## src/rtl/seg_scan_decoder.sv

```systemverilog
`default_nettype none
// ============================================================================
// seg_scan_decoder : multiplexed 7-segment bus reader, decodes 4 digits -> hex
// Revision 1.0
// ============================================================================
module seg_scan_decoder #(
   parameter int STABLE_CYCLES = 4
) (
   input  logic        clk,
   input  logic        rst_n,
   input  logic [3:0]  an,
   input  logic [6:0]  seg,
   output logic [15:0] value,
   output logic        frame_valid,
   output logic [3:0]  blank_mask,
   output logic [3:0]  seen,
   output logic        err_code,
   output logic        err_anode
);

   localparam logic [7:0] STABLE_C = 8'(STABLE_CYCLES);

   logic [3:0]       meta_an, s_an, p_an;
   logic [6:0]       meta_seg, s_seg, p_seg;
   logic [7:0]       cnt;
   logic [3:0][3:0]  digits, digits_nx;
   logic [3:0]       blank_stage, blank_nx;
   logic [3:0]       seen_nx;
   logic             code_nx, anode_nx;
   logic             same, cap, onehot;
   logic [3:0]       sel;
   logic [1:0]       idx;
   logic [4:0]       dec;

   function automatic logic [4:0] decode(input logic [6:0] s);
      logic [4:0] r;
      case (s)
         7'b1000000: r = {1'b1, 4'h0};
         7'b1111001: r = {1'b1, 4'h1};
         7'b0100100: r = {1'b1, 4'h2};
         7'b0110000: r = {1'b1, 4'h3};
         7'b0011001: r = {1'b1, 4'h4};
         7'b0010010: r = {1'b1, 4'h5};
         7'b0000010: r = {1'b1, 4'h6};
         7'b1111000: r = {1'b1, 4'h7};
         7'b0000000: r = {1'b1, 4'h8};
         7'b0010000: r = {1'b1, 4'h9};
         7'b0001000: r = {1'b1, 4'hA};
         7'b0000011: r = {1'b1, 4'hB};
         7'b1000110: r = {1'b1, 4'hC};
         7'b0100001: r = {1'b1, 4'hD};
         7'b0000110: r = {1'b1, 4'hE};
         7'b0001110: r = {1'b1, 4'hF};
         default:    r = 5'b0_0000;
      endcase
      return r;
   endfunction

   // cnt lags the sample count by one, so cap looks at the value about to saturate
   assign same   = ({s_an, s_seg} == {p_an, p_seg});
   assign cap    = same && (cnt == STABLE_C - 8'd1);
   assign sel    = ~s_an;
   assign onehot = (sel != 4'd0) && ((sel & (sel - 4'd1)) == 4'd0);
   assign dec    = decode(s_seg);

   always_comb begin
      idx = 2'd0;
      for (int i = 0; i < 4; i++) begin
         if (sel[i]) idx = 2'(i);
      end
   end

   always_comb begin
      seen_nx   = seen;
      digits_nx = digits;
      blank_nx  = blank_stage;
      code_nx   = 1'b0;
      anode_nx  = 1'b0;
      // completion clears first; a same-cycle capture opens the next frame
      if (seen == 4'hF) seen_nx = 4'h0;
      if (cap && (s_an != 4'hF)) begin
         if (!onehot) begin
            anode_nx = 1'b1;
         end else if (dec[4]) begin
            digits_nx[idx] = dec[3:0];
            blank_nx[idx]  = 1'b0;
            seen_nx[idx]   = 1'b1;
         end else if (s_seg == 7'h7F) begin
            digits_nx[idx] = 4'h0;
            blank_nx[idx]  = 1'b1;
            seen_nx[idx]   = 1'b1;
         end else begin
            code_nx = 1'b1;
         end
      end
   end

   always_ff @(posedge clk) begin
      if (!rst_n) begin
         meta_an     <= 4'hF;
         meta_seg    <= 7'h7F;
         s_an        <= 4'hF;
         s_seg       <= 7'h7F;
         p_an        <= 4'hF;
         p_seg       <= 7'h7F;
         cnt         <= 8'd0;
         digits      <= '0;
         blank_stage <= 4'h0;
         seen        <= 4'h0;
         value       <= 16'h0;
         blank_mask  <= 4'h0;
         frame_valid <= 1'b0;
         err_code    <= 1'b0;
         err_anode   <= 1'b0;
      end else begin
         meta_an  <= an;
         meta_seg <= seg;
         s_an     <= meta_an;
         s_seg    <= meta_seg;
         p_an     <= s_an;
         p_seg    <= s_seg;
         if (!same)
            cnt <= 8'd1;
         else if (cnt != STABLE_C)
            cnt <= cnt + 8'd1;
         digits      <= digits_nx;
         blank_stage <= blank_nx;
         seen        <= seen_nx;
         err_code    <= code_nx;
         err_anode   <= anode_nx;
         frame_valid <= (seen == 4'hF);
         if (seen == 4'hF) begin
            value      <= digits;
            blank_mask <= blank_stage;
         end
      end
   end

endmodule
`default_nettype wire

```

## config.mk

```make
export PLATFORM = sky130hd
export DESIGN_NAME = seg_scan_decoder
export DESIGN_NICKNAME = d
export VERILOG_FILES = /design/src/rtl/seg_scan_decoder.sv
export SDC_FILE = /design/constraint.sdc
export NUM_CORES = 1
export LEC_CHECK = 0
export ABC_AREA = 1
export CAP_MARGIN = 20
export CELL_PAD_IN_SITES_DETAIL_PLACEMENT = 0
export CELL_PAD_IN_SITES_GLOBAL_PLACEMENT = 2
export CORE_MARGIN = 1
export CORE_UTILIZATION = 33
export CTS_BUF_LIST = sky130_fd_sc_hd__clkbuf_16
export DETAILED_ROUTE_END_ITERATION = 10
export GPL_TIMING_DRIVEN = 1
export PLACE_DENSITY = 0.8
export SLEW_MARGIN = 10
export SYNTH_ARGS = -nofsm -noshare
export SYNTH_HDL_FRONTEND = slang
export SYNTH_SLANG_ARGS = --single-unit
```

## constraint.sdc

```tcl
create_clock -name clk -period 2.3 [get_ports clk]
set_input_delay 0.345 -clock clk [delete_from_list [all_inputs] [get_ports clk]]
set_output_delay 0.345 -clock clk [all_outputs]
set_load 0.01 [all_outputs]
```

==> reports/summary.log, run 1 <==
[sta] Worst Slack Setup Final 0.272 ns
[global_route] pin count of the biggest net entering global routing 49
[synth] number of flops mapped to enable cells by yosys 0
[die] Die Outline Area 12700 um2
[final_layout] final cell count without fillers 708
[die] initial core utilization 34.5%
[place] count of placed standard cells including taps 693
[sta] shortest clock period the worst path allows after layout 2.03 ns
[setup_path] crit end category flop
[synth] portion of the post-synthesis area used by sequential elements 43.7%
[die] height of the die 112 um
[setup_path] largest fanout of any net on the critical path 25
[sta] count of final setup violators 0
[final_layout] layout cell share with drive strength beyond 1 18.8%
[synth] most frequent cell after synthesis sky130_fd_sc_hd__nand2_1
[sta] clk_skew 0.00665 ns
[worst_hold_path] class of the tightest hold or removal check reg2reg
[sta] transition time at the pin with the least slew margin 0.593 ns
[synth] Net Count, Synth 542
[place] detailed placement HPWL 5880 um
[setup_path] Worst Setup Start Kind flop
[clocking] clock tree from TritonCTS yes
[synth] mean post-synth cell area 7.64 um2
[synth] synthesis-stage register bit count 88
[synth] Yosys top cell area share 43.7%
[detailed_routing] final routed wire length divided by cell count 11.8 um
[detailed_routing] final wirelength 8360 um
[clocking] Resize count post-CTS 0
[clocking] number of buffers created by CTS 9
[synth] most common flop cell mapped by yosys sky130_fd_sc_hd__dfxtp_1
[clocking] root buffer selected by CTS sky130_fd_sc_hd__clkbuf_16
[detailed_routing] via count 3127
[sta] sum of negative setup slack 0 ns
[sta] count of final max-slew check failures 0
[place] pre-CTS setup slack 0.201 ns
[synth] library cell occupying the most area in the post-synthesis netlist sky130_fd_sc_hd__dfxtp_1
[place] number of port buffers 39
[clocking] hold bufs inserted after CTS 0
[global_route] global router's overall resource usage 14.9%
[die] Placement Rows 39
[clocking] depth of the CTS H-tree 3
[clocking] Clock Sink Count 88
[clocking] number of buffers inserted by post-CTS setup repair 0
[synth] library cells used by synthesis 32
[power] worst vdd ir 0.414 mV
[clocking] maximum buffer depth of the clock tree 2
[power] total power divided by cell area 648 nW/um2
[sta] achievable frequency 0.493 GHz
[detailed_routing] router iterations before antenna repair 5
[setup_path] Crit path required time 2.55 ns
[final_layout] number of nets in the finished design 576
[sta] final worst path period share 88.2%
[clocking] clock transition time at the flip-flop clock pins of the worst setup and hold paths 0.06 ns
[synth] Yosys warning count 0
[detailed_routing] residual antenna-violating net count after detailed routing 0
[run_status] run status finished, final reports clean
[setup_path] Worst Path Class, Setup reg2reg
[die] width of the die 112 um
[sta] tightest slew margin relative to the limit 60.1%
[synth] share of synthesized registers carrying an async set or reset 0%
[global_route] via count of the first global-routing pass 3068
[synth] synth top area cells sky130_fd_sc_hd__dfxtp_1 44%, sky130_fd_sc_hd__nand2_1 8.9%, sky130_fd_sc_hd__inv_1 6.3%, sky130_fd_sc_hd__nor2_1 5.2%, sky130_fd_sc_hd__or2_2 3.9%
[final_layout] area delta synth->final 17.7%
[global_route] wire length of the first global-routing pass 14600 um
[synth] list of most frequent post-synthesis cells 95 x sky130_fd_sc_hd__nand2_1, 88 x sky130_fd_sc_hd__dfxtp_1, 68 x sky130_fd_sc_hd__inv_1, 56 x sky130_fd_sc_hd__nor2_1, 30 x sky130_fd_sc_hd__a21oi_1
[synth] number of standard cells after synthesis 527
[global_route] antenna violations before repair 0
[power] leakage 2.06 nW
[place] routability congestion estimate 0.833
[setup_path] worst reg-to-reg setup slack 0.27 ns
[clocking] clock insertion delay at the later pin of the skew report 0.35 ns
[detailed_routing] via/cell ratio 4.42
[die] area of the core 11700 um2
[detailed_routing] Initial DRC Count 147
[final_layout] count of inserted antenna diode cells 0
[sta] unrepaired setup endpoints after global routing false
[job] max_cap viols 0
[synth] combined area of all synthesized cells 4030 um2
[die] number of primary I/O pins 40
[sta] hold violation total from the final report 0
[setup_path] data arrival time of the critical path 2.28 ns
[detailed_routing] number of remaining DRC errors 0
[global_route] overflow left after global routing 0
-- worst max-delay path: stages (launching register included) --
cell and delay [ns]:
sky130_fd_sc_hd__dfxtp_1 0.53, sky130_fd_sc_hd__nor2_4 0.11, sky130_fd_sc_hd__nand4_1 0.16, sky130_fd_sc_hd__nand3_2 0.13
sky130_fd_sc_hd__nor2_4 0.21, sky130_fd_sc_hd__nand3_4 0.33, sky130_fd_sc_hd__nand3_1 0.28, sky130_fd_sc_hd__nand2_1 0.08
sky130_fd_sc_hd__inv_1 0.07, sky130_fd_sc_hd__nor2_2 0.03
-- cell type report --
class / instances / area [um2]
repair buffers: 44 / 428
inverters: 78 / 293
flip-flops and latches: 88 / 1760
multi-input cells: 340 / 1820
fillers: 1221 / 6920
clock buffers: 9 / 225
well taps: 143 / 179
clock inverters: 6 / 37.5
-- power by group --
group / switching (W) / internal, W
sequential: 0.0000241 / 0.00155
clock: 0.000606 / 0.000721
combinational: 0.000104 / 0.0000677
total: 0.000735 / 0.00234
-- cell usage in the layout, fill, tap and decap left out, types with 3 or more instances in the layout --
| cell type | instances |
|---|---|
| sky130_fd_sc_hd__nor2_1 | 56 |
| sky130_fd_sc_hd__xnor2_1 | 10 |
| sky130_fd_sc_hd__nand3_1 | 12 |
| sky130_fd_sc_hd__dfxtp_1 | 86 |
| sky130_fd_sc_hd__nand2_4 | 3 |
| sky130_fd_sc_hd__nand3_2 | 5 |
| sky130_fd_sc_hd__clkdlybuf4s50_1 | 39 |
| sky130_fd_sc_hd__clkbuf_16 | 9 |
| sky130_fd_sc_hd__nor3b_1 | 3 |
| sky130_fd_sc_hd__inv_2 | 9 |
| sky130_fd_sc_hd__nor2_4 | 5 |
| sky130_fd_sc_hd__nand2_1 | 95 |
| sky130_fd_sc_hd__inv_1 | 69 |
| sky130_fd_sc_hd__o21ai_0 | 23 |
| sky130_fd_sc_hd__or2_2 | 25 |
| sky130_fd_sc_hd__a21oi_1 | 30 |
| sky130_fd_sc_hd__nand2_2 | 11 |
| sky130_fd_sc_hd__nand3_4 | 3 |
| sky130_fd_sc_hd__nor2_2 | 23 |
| sky130_fd_sc_hd__buf_4 | 5 |
| sky130_fd_sc_hd__nor3_1 | 5 |
| sky130_fd_sc_hd__nand4_1 | 22 |
-- layer usage --
layer	global-route usage [%]	vias to the layer above	routed length [um]
met5	0	-	0
met4	8.89	0	251
met3	3.35	15	338
met2	22.1	57	3450
met1	19.7	1350	4320
li1	-	1705	-
-- registers in the layout, summed over array words and instances, names as in the netlist, named ones only --
| register | flops |
|---|---|
| err_anode | 1 |
| err_code | 1 |
| cnt | 8 |
| p_an | 4 |
| s_seg | 7 |
| frame_valid | 1 |
| seen | 4 |
| meta_seg | 7 |
| value | 16 |
| digits | 16 |
| s_an | 4 |
| meta_an | 4 |
| p_seg | 7 |
| blank_mask | 4 |
-- worst paths after layout --
path | startpoint | depth (start not counted) | to
worst max-delay path | s_seg[2] | 9 | digits[11]
worst min-delay path | meta_an[3] | 1 | s_an[3]
worst max register to register | s_seg[2] | 9 | digits[11]
worst min register to register | meta_an[3] | 1 | s_an[3]
-- metrics by stage --
step | instance area [um2] | total power, W | hold slack [ns] | util (%)
after global routing | 4740 | 0.00322 | 0.425 | 40.7
after detailed placement | 4480 | 0.00178 | 0.397 | 38.4
after global placement | 4480 | 0.00178 | 0.395 | 38.4
after floorplan | 4030 | 0.00175 | 0.393 | -
final | 4740 | 0.00307 | 0.411 | 40.7
after CTS | 4740 | 0.00313 | 0.411 | 40.7
-- cell families (layout without fill, tap and decap cells) --
| logic type | Yosys count | count (layout) | synth area share (%) |
|---|---|---|---|
| buf+inv | 99 | 137 | 11.2 |
| simple gates | 272 | 272 | 35.2 |
| compound gates | 55 | 55 | 6.93 |
| xor+xnor | 11 | 11 | 2.39 |
| flops | 88 | 88 | 43.7 |
| fa+ha+maj | 2 | 2 | 0.621 |
No activity file was read; power rests on OpenSTA's default activity.
==> inputs of run 2 (changes only) <==
Settings changed: CTS_CLUSTER_DIAMETER set to 80.
==> results of run 2 <==
Final layout, timing and power as in run 1 (identical DEF).
